==> src/rtl/div_unit_pkg.sv <==
// Shared encodings for the iterative RV32M divider: op select, FSM states
// and the default datapath width.
package div_unit_pkg;

  localparam int DEFAULT_WIDTH = 32;

  typedef enum logic [1:0] {
    FDIV  = 2'b00,
    FDIVU = 2'b01,
    FREM  = 2'b10,
    FREMU = 2'b11
  } funct_e;

  typedef enum logic [1:0] {
    IDLE,
    CALC,
    FIX,
    DONE
  } state_e;

endpackage

==> src/rtl/div_step.sv <==
// One combinational restoring-division step on unsigned magnitudes:
// shift {rem,quo} left by one, then subtract the divisor if it fits.
module div_step
  import div_unit_pkg::*;
#(
  parameter int WIDTH = DEFAULT_WIDTH
) (
  input  logic [WIDTH-1:0] rem,
  input  logic [WIDTH-1:0] quo,
  input  logic [WIDTH-1:0] divisor,
  output logic [WIDTH-1:0] rem_next,
  output logic [WIDTH-1:0] quo_next
);

  logic [WIDTH:0]   shifted;
  logic [WIDTH+1:0] diff;
  logic             fits;

  // The shifted partial remainder can reach 2*|B|-1, so it needs WIDTH+1
  // bits, and the borrow of the subtraction one more on top of that.
  always_comb begin
    shifted  = {rem, quo[WIDTH-1]};
    diff     = {1'b0, shifted} - {2'b00, divisor};
    fits     = ~diff[WIDTH+1];
    rem_next = fits ? diff[WIDTH-1:0] : shifted[WIDTH-1:0];
    quo_next = {quo[WIDTH-2:0], fits};
  end

endmodule

==> src/rtl/div_unit.sv <==
// Iterative radix-2 restoring divider for DIV/DIVU/REM/REMU. Signed ops run
// on magnitudes in CALC; FIX restores the signs and registers the result.
module div_unit
  import div_unit_pkg::*;
#(
  parameter int WIDTH = DEFAULT_WIDTH,
  parameter int CNT_W = 6
) (
  input  logic             iCLK,
  input  logic             iRST,
  input  logic             iStart,
  input  logic             iFlush,
  input  logic [1:0]       iFunct,
  input  logic [WIDTH-1:0] iA,
  input  logic [WIDTH-1:0] iB,
  output logic             oBusy,
  output logic             oDone,
  output logic [WIDTH-1:0] oResult
);

  localparam logic [WIDTH-1:0] MIN_NEG   = {1'b1, {(WIDTH-1){1'b0}}};
  localparam logic [CNT_W-1:0] LAST_ITER = CNT_W'(WIDTH-1);

  state_e           state, state_next;
  logic [WIDTH-1:0] rem_q, quo_q, div_q;
  logic [WIDTH-1:0] rem_step, quo_step;
  logic [CNT_W-1:0] cnt_q;
  logic             rem_sel_q, qsign_q, rsign_q;

  logic             accept, is_signed, is_rem, div_zero, overflow, special;
  logic [WIDTH-1:0] special_result, abs_a, abs_b, fixed_quo, fixed_rem;

  assign accept = (state == IDLE) && iStart && !iFlush;

  // Operand decode works straight off the input buses so the special cases
  // can complete on the accept edge itself.
  always_comb begin
    is_signed = ~iFunct[0];
    is_rem    = iFunct[1];
    div_zero  = (iB == '0);
    overflow  = is_signed && (iA == MIN_NEG) && (iB == '1);
    special   = div_zero || overflow;
    if (div_zero) special_result = is_rem ? iA : '1;
    else          special_result = is_rem ? '0 : MIN_NEG;
    abs_a     = (is_signed && iA[WIDTH-1]) ? -iA : iA;
    abs_b     = (is_signed && iB[WIDTH-1]) ? -iB : iB;
    fixed_quo = qsign_q ? -quo_q : quo_q;
    fixed_rem = rsign_q ? -rem_q : rem_q;
  end

  div_step #(.WIDTH(WIDTH)) u_step (
    .rem      (rem_step_in_rem()),
    .quo      (quo_q),
    .divisor  (div_q),
    .rem_next (rem_step),
    .quo_next (quo_step)
  );

  function automatic logic [WIDTH-1:0] rem_step_in_rem();
    return rem_q;
  endfunction

  // NOTE: the reset here is synchronous (sampled on the clock edge), so it
  // lives inside the clocked if/else rather than in the sensitivity list.
  always_ff @(posedge iCLK) begin
    if (iRST) state <= IDLE;
    else      state <= state_next;
  end

  // NOTE: every variable assigned in an always_comb gets a default first,
  // otherwise paths that skip it would infer a latch.
  always_comb begin
    state_next = state;
    case (state)
      IDLE:    if (accept) state_next = special ? DONE : CALC;
      CALC:    if (cnt_q == '0) state_next = FIX;
      FIX:     state_next = DONE;
      DONE:    state_next = IDLE;
      default: state_next = IDLE;
    endcase
    if (iFlush) state_next = IDLE;
  end

  // NOTE: sequential state uses non-blocking assignments so every register
  // samples the pre-edge values, independent of statement order.
  always_ff @(posedge iCLK) begin
    if (iRST) begin
      rem_q     <= '0;
      quo_q     <= '0;
      div_q     <= '0;
      cnt_q     <= '0;
      rem_sel_q <= 1'b0;
      qsign_q   <= 1'b0;
      rsign_q   <= 1'b0;
      oResult   <= '0;
    end else begin
      case (state)
        IDLE: begin
          if (accept) begin
            rem_sel_q <= is_rem;
            if (special) begin
              oResult <= special_result;
            end else begin
              rem_q   <= '0;
              quo_q   <= abs_a;
              div_q   <= abs_b;
              cnt_q   <= LAST_ITER;
              qsign_q <= is_signed && (iA[WIDTH-1] ^ iB[WIDTH-1]);
              rsign_q <= is_signed && iA[WIDTH-1];
            end
          end
        end
        CALC: begin
          rem_q <= rem_step;
          quo_q <= quo_step;
          cnt_q <= cnt_q - CNT_W'(1);
        end
        // A flush in FIX must leave the previously delivered result intact.
        FIX: if (!iFlush) oResult <= rem_sel_q ? fixed_rem : fixed_quo;
        default: ;
      endcase
    end
  end

  assign oBusy = (state == CALC) || (state == FIX);
  assign oDone = (state == DONE) && !iFlush;

endmodule

==> config.mk <==
export PLATFORM = sky130hd
export DESIGN_NAME = div_unit
export DESIGN_NICKNAME = d
export VERILOG_FILES = /design/src/rtl/div_unit_pkg.sv /design/src/rtl/div_step.sv /design/src/rtl/div_unit.sv
export SDC_FILE = /design/constraint.sdc
export NUM_CORES = 1
export LEC_CHECK = 0
export BUFFER_PORTS_ARGS = -buffer_cell sky130_fd_sc_hd__buf_2
export CAP_MARGIN = 10
export CORE_UTILIZATION = 60
export DETAILED_ROUTE_END_ITERATION = 6
export HOLD_SLACK_MARGIN = 0.05
export PLACE_DENSITY = 0.8
export SETUP_SLACK_MARGIN = 0.02
export SLEW_MARGIN = 30
export SYNTH_ARGS = -nofsm -noshare
export SYNTH_HDL_FRONTEND = slang
export SYNTH_SLANG_ARGS = --single-unit
==> constraint.sdc <==
create_clock -name iCLK -period 3.7 [get_ports iCLK]
set_clock_uncertainty 0.2 [all_clocks]
set_input_delay 0.37 -clock iCLK [delete_from_list [all_inputs] [get_ports iCLK]]
set_output_delay 0.37 -clock iCLK [all_outputs]
set_load 0.01 [all_outputs]
==> impl_metrics.json <==
{
  "critPathMaxFanout": 21,
  "p_per_area_mw_per_mm2": 364,
  "crit_path_frequent_cell": "buf_12",
  "synthTopCellsByArea": "dfxtp_1 26%, nand2_1 6.3%, xnor2_1 6.3%, xor2_1 5.6%, o21ai_0 5.4%",
  "track_usage": 0.344,
  "required_ns": 3.81,
  "status": "completed",
  "yosysSeqAreaShare": 0.261,
  "die_area_mm2": 0.0183,
  "timing.setup.tns_ns": 0,
  "grt_pass1_wl_um": 49800,
  "ys_types": 72,
  "fin_crit_ns": 3.52,
  "yosys_warnings": 0,
  "hold_ws_ns": 0.0728,
  "arrival_ns": 3.63,
  "layoutNonFillerInstCount": 1727,
  "dp.cells": 1692,
  "yosys_register_bits": 139,
  "clkLatencyLatePin_ns": 0.43,
  "drt-met1-wl_um": 13000,
  "synth_area_mm2": 0.0106,
  "dr_wl_met3_um": 2430,
  "worst_slew_pin_slew_ns": 0.929,
  "ctsLongestPathBuffers": 2,
  "final.fill_count": 1478,
  "drt_iter0_drc": 1099,
  "synth_cells": 1420,
  "fp.dieH_um": 135,
  "detail-route-antenna-nets": 0,
  "leakagePower_nw": 4.86,
  "fmax_ghz": 0.284,
  "cp_top_family": "compound AO/OA/AOI/OAI gates",
  "path_clk_slew_ns": 0.06,
  "initial_core_util": 0.616,
  "slew_headroom": 0.380,
  "syn_avg_cell_area_um2": 7.50,
  "n_antenna_cell": 0,
  "drv_cap": 0,
  "critPathSlowestCell": "dfxtp_1",
  "tritoncts": "yes",
  "via_per_inst": 6.35,
  "antenna_found_initial": 0,
  "finalMaxSlewViolations": 0,
  "io_pins": 104,
  "place_hpwl_um": 22400,
  "highest_layer": "met4",
  "grt_pass1_vias": 10000,
  "routed_wl_um": 30600,
  "synthTopCellsByCount": "180 x nand2_1, 139 x dfxtp_1, 114 x o21ai_0",
  "fp.dieW_um": 135,
  "hold_path_class": "input pin to flop",
  "num_vias": 11000,
  "synth_top_area_share": 0.261,
  "synthMostInstantiatedCell": "nand2_1",
  "setup_viol": 0,
  "grt_max_degree": 81,
  "drive_gt1_frac": 0.130,
  "htree_num_levels": 4,
  "root_buffer": "clkbuf_16",
  "clock-sinks": 139,
  "numCtsBuffers": 17,
  "yosys.area.top_type": "dfxtp_1",
  "fp-row-count": 48,
  "ys.flop_type": "dfxtp_1",
  "endpoint_kind": "flop",
  "ir_drop_v": 0.000344,
  "syn_nets": 1534,
  "design_area_mm2": 0.0120,
  "wl_met2_um": 14100,
  "critPathBufInv": 2,
  "rsz0062_at_grt": "no",
  "grt_overflow_total": 0,
  "regArea_mm2": 0.00278,
  "wl_per_cell_um": 17.7,
  "syn_to_final_growth_pct": 12.6,
  "path_class": "flop to flop",
  "start_kind": "flop",
  "synthArstFlopShare": 0,
  "hold_viol": 0,
  "place_congestion": 0.949,
  "drc": 0,
  "slowest_delay_ns": 0.50,
  "fin_crit_sh": 0.952,
  "placed_area_mm2": 0.0113,
  "core_region_area_mm2": 0.0173,
  "multi_input_area_mm2": 0.00725,
  "portBuffers": 103,
  "final_nets": 1603,
  "drt_first_pass_iters": 6,
  "synth_edf_count": 0,
  "cp_cell_sequence": "ha_1, a21o_1, a2111oi_2, nand3_1, a32oi_1, a31oi_1, a41oi_4, buf_12, buf_12, mux2i_1, o21ai_1",
  "fin_util": 0.693
}
-- routing by layer --
metal  vias to the layer above  track usage
met4                         0        0.162
met5                         -            0
met3                        72       0.0486
li1                       5283            -
met1                      5131        0.455
met2                       477        0.551
-- layout by cell type, fill, tap and decap left out, types with 6 or more instances in the layout --
| cell type | count |
|---|---|
| ha_1 | 42 |
| a21oi_1 | 98 |
| and3_1 | 6 |
| o31ai_1 | 25 |
| a211oi_1 | 44 |
| xnor2_1 | 76 |
| a211o_1 | 6 |
| o21ai_0 | 113 |
| nand2_1 | 180 |
| nor2b_1 | 10 |
| a32oi_1 | 12 |
| inv_1 | 55 |
| or4_1 | 7 |
| a311oi_1 | 9 |
| or3_1 | 24 |
| a31oi_1 | 9 |
| nor2_1 | 113 |
| o21a_1 | 6 |
| nand2b_1 | 12 |
| dfxtp_1 | 139 |
| nor4_1 | 10 |
| nand4_1 | 19 |
| o211ai_1 | 23 |
| nand3_1 | 17 |
| o41ai_1 | 18 |
| o21ai_1 | 25 |
| clkbuf_16 | 17 |
| buf_4 | 32 |
| nor3_1 | 29 |
| mux2i_1 | 23 |
| xor2_1 | 68 |
| a21o_1 | 24 |
| buf_2 | 102 |
| o22ai_1 | 9 |
-- kinds of logic after synthesis --
| group | after synthesis | synth area share |
|---|---|---|
| AO/OA/AOI/OAI | 465 | 0.286 |
| XOR/XNOR | 144 | 0.118 |
| adder cells (fa/ha/maj) | 44 | 0.0524 |
| buffers and inverters | 146 | 0.0587 |
| flip-flops | 139 | 0.261 |
| multiplexers | 24 | 0.0227 |
| AND/OR/NAND/NOR | 458 | 0.201 |
-- area by class of cell --
type	instances	share of cell area
timing repair buffer	141	0.0726
clock inverter	14	0.0145
inverter	55	0.0172
clock buffer	18	0.0358
tap	225	0.0235
sequential	139	0.232
multi-input combinational	1135	0.604
-- timing repair --
| action | in CTS | in global routing |
|---|---|---|
| endpoints found under the setup margin | 0 | 33 |
| endpoints found under the hold margin | 3 | 0 |
| buffers inserted | 0 | 1 |
| hold buffers | 2 | 0 |
| gates resized for setup | 0 | 1 |
-- per-stage QoR --
step | total power [mW] | setup slack, ns
after CTS | 4.36 | 0.0743
final | 4.36 | 0.178
after global routing | 4.57 | 0.0339
after floorplan | 2.35 | 0.731
after detailed placement | 2.62 | 0.127
after global placement | 2.60 | 0.246
-- path summary, 6_finish.rpt --
kind	from	end	slack [ns]	depth (start not counted)
hold / removal	iB[1]	div_q[1]$_SDFFE_PP0P_	0.07	3
setup / recovery	rem_q[4]$_SDFFE_PP0P_	rem_q[2]$_SDFFE_PP0P_	0.18	11
setup reg to reg	rem_q[4]$_SDFFE_PP0P_	rem_q[2]$_SDFFE_PP0P_	0.18	11
hold reg to reg	oResult[16]$_SDFFE_PP0P_	oResult[16]$_SDFFE_PP0P_	0.25	2
-- registers in the layout, indices dropped and copies added (netlist names) --
| signal | cells |
|---|---|
| rem_sel_q | 1 |
| qsign_q | 1 |
| state | 2 |
| rem_q | 32 |
| oResult | 32 |
| rsign_q | 1 |
| div_q | 32 |
| cnt_q | 6 |
| quo_q | 32 |
-- where the power goes --
part	switching, mW	internal [mW]
sequential	0.0641	1.57
combinational	0.608	0.378
clock	0.688	1.06
total	1.36	3.00
-- tightest hold or removal path, delay by kind of cell --
kind | cells | cell delay (ns)
AO/OA/AOI/OAI | 1 | 0.08
buffers and inverters | 1 | 0.13
AND/OR/NAND/NOR | 1 | 0.06
Power figures use the tool's default switching activity.
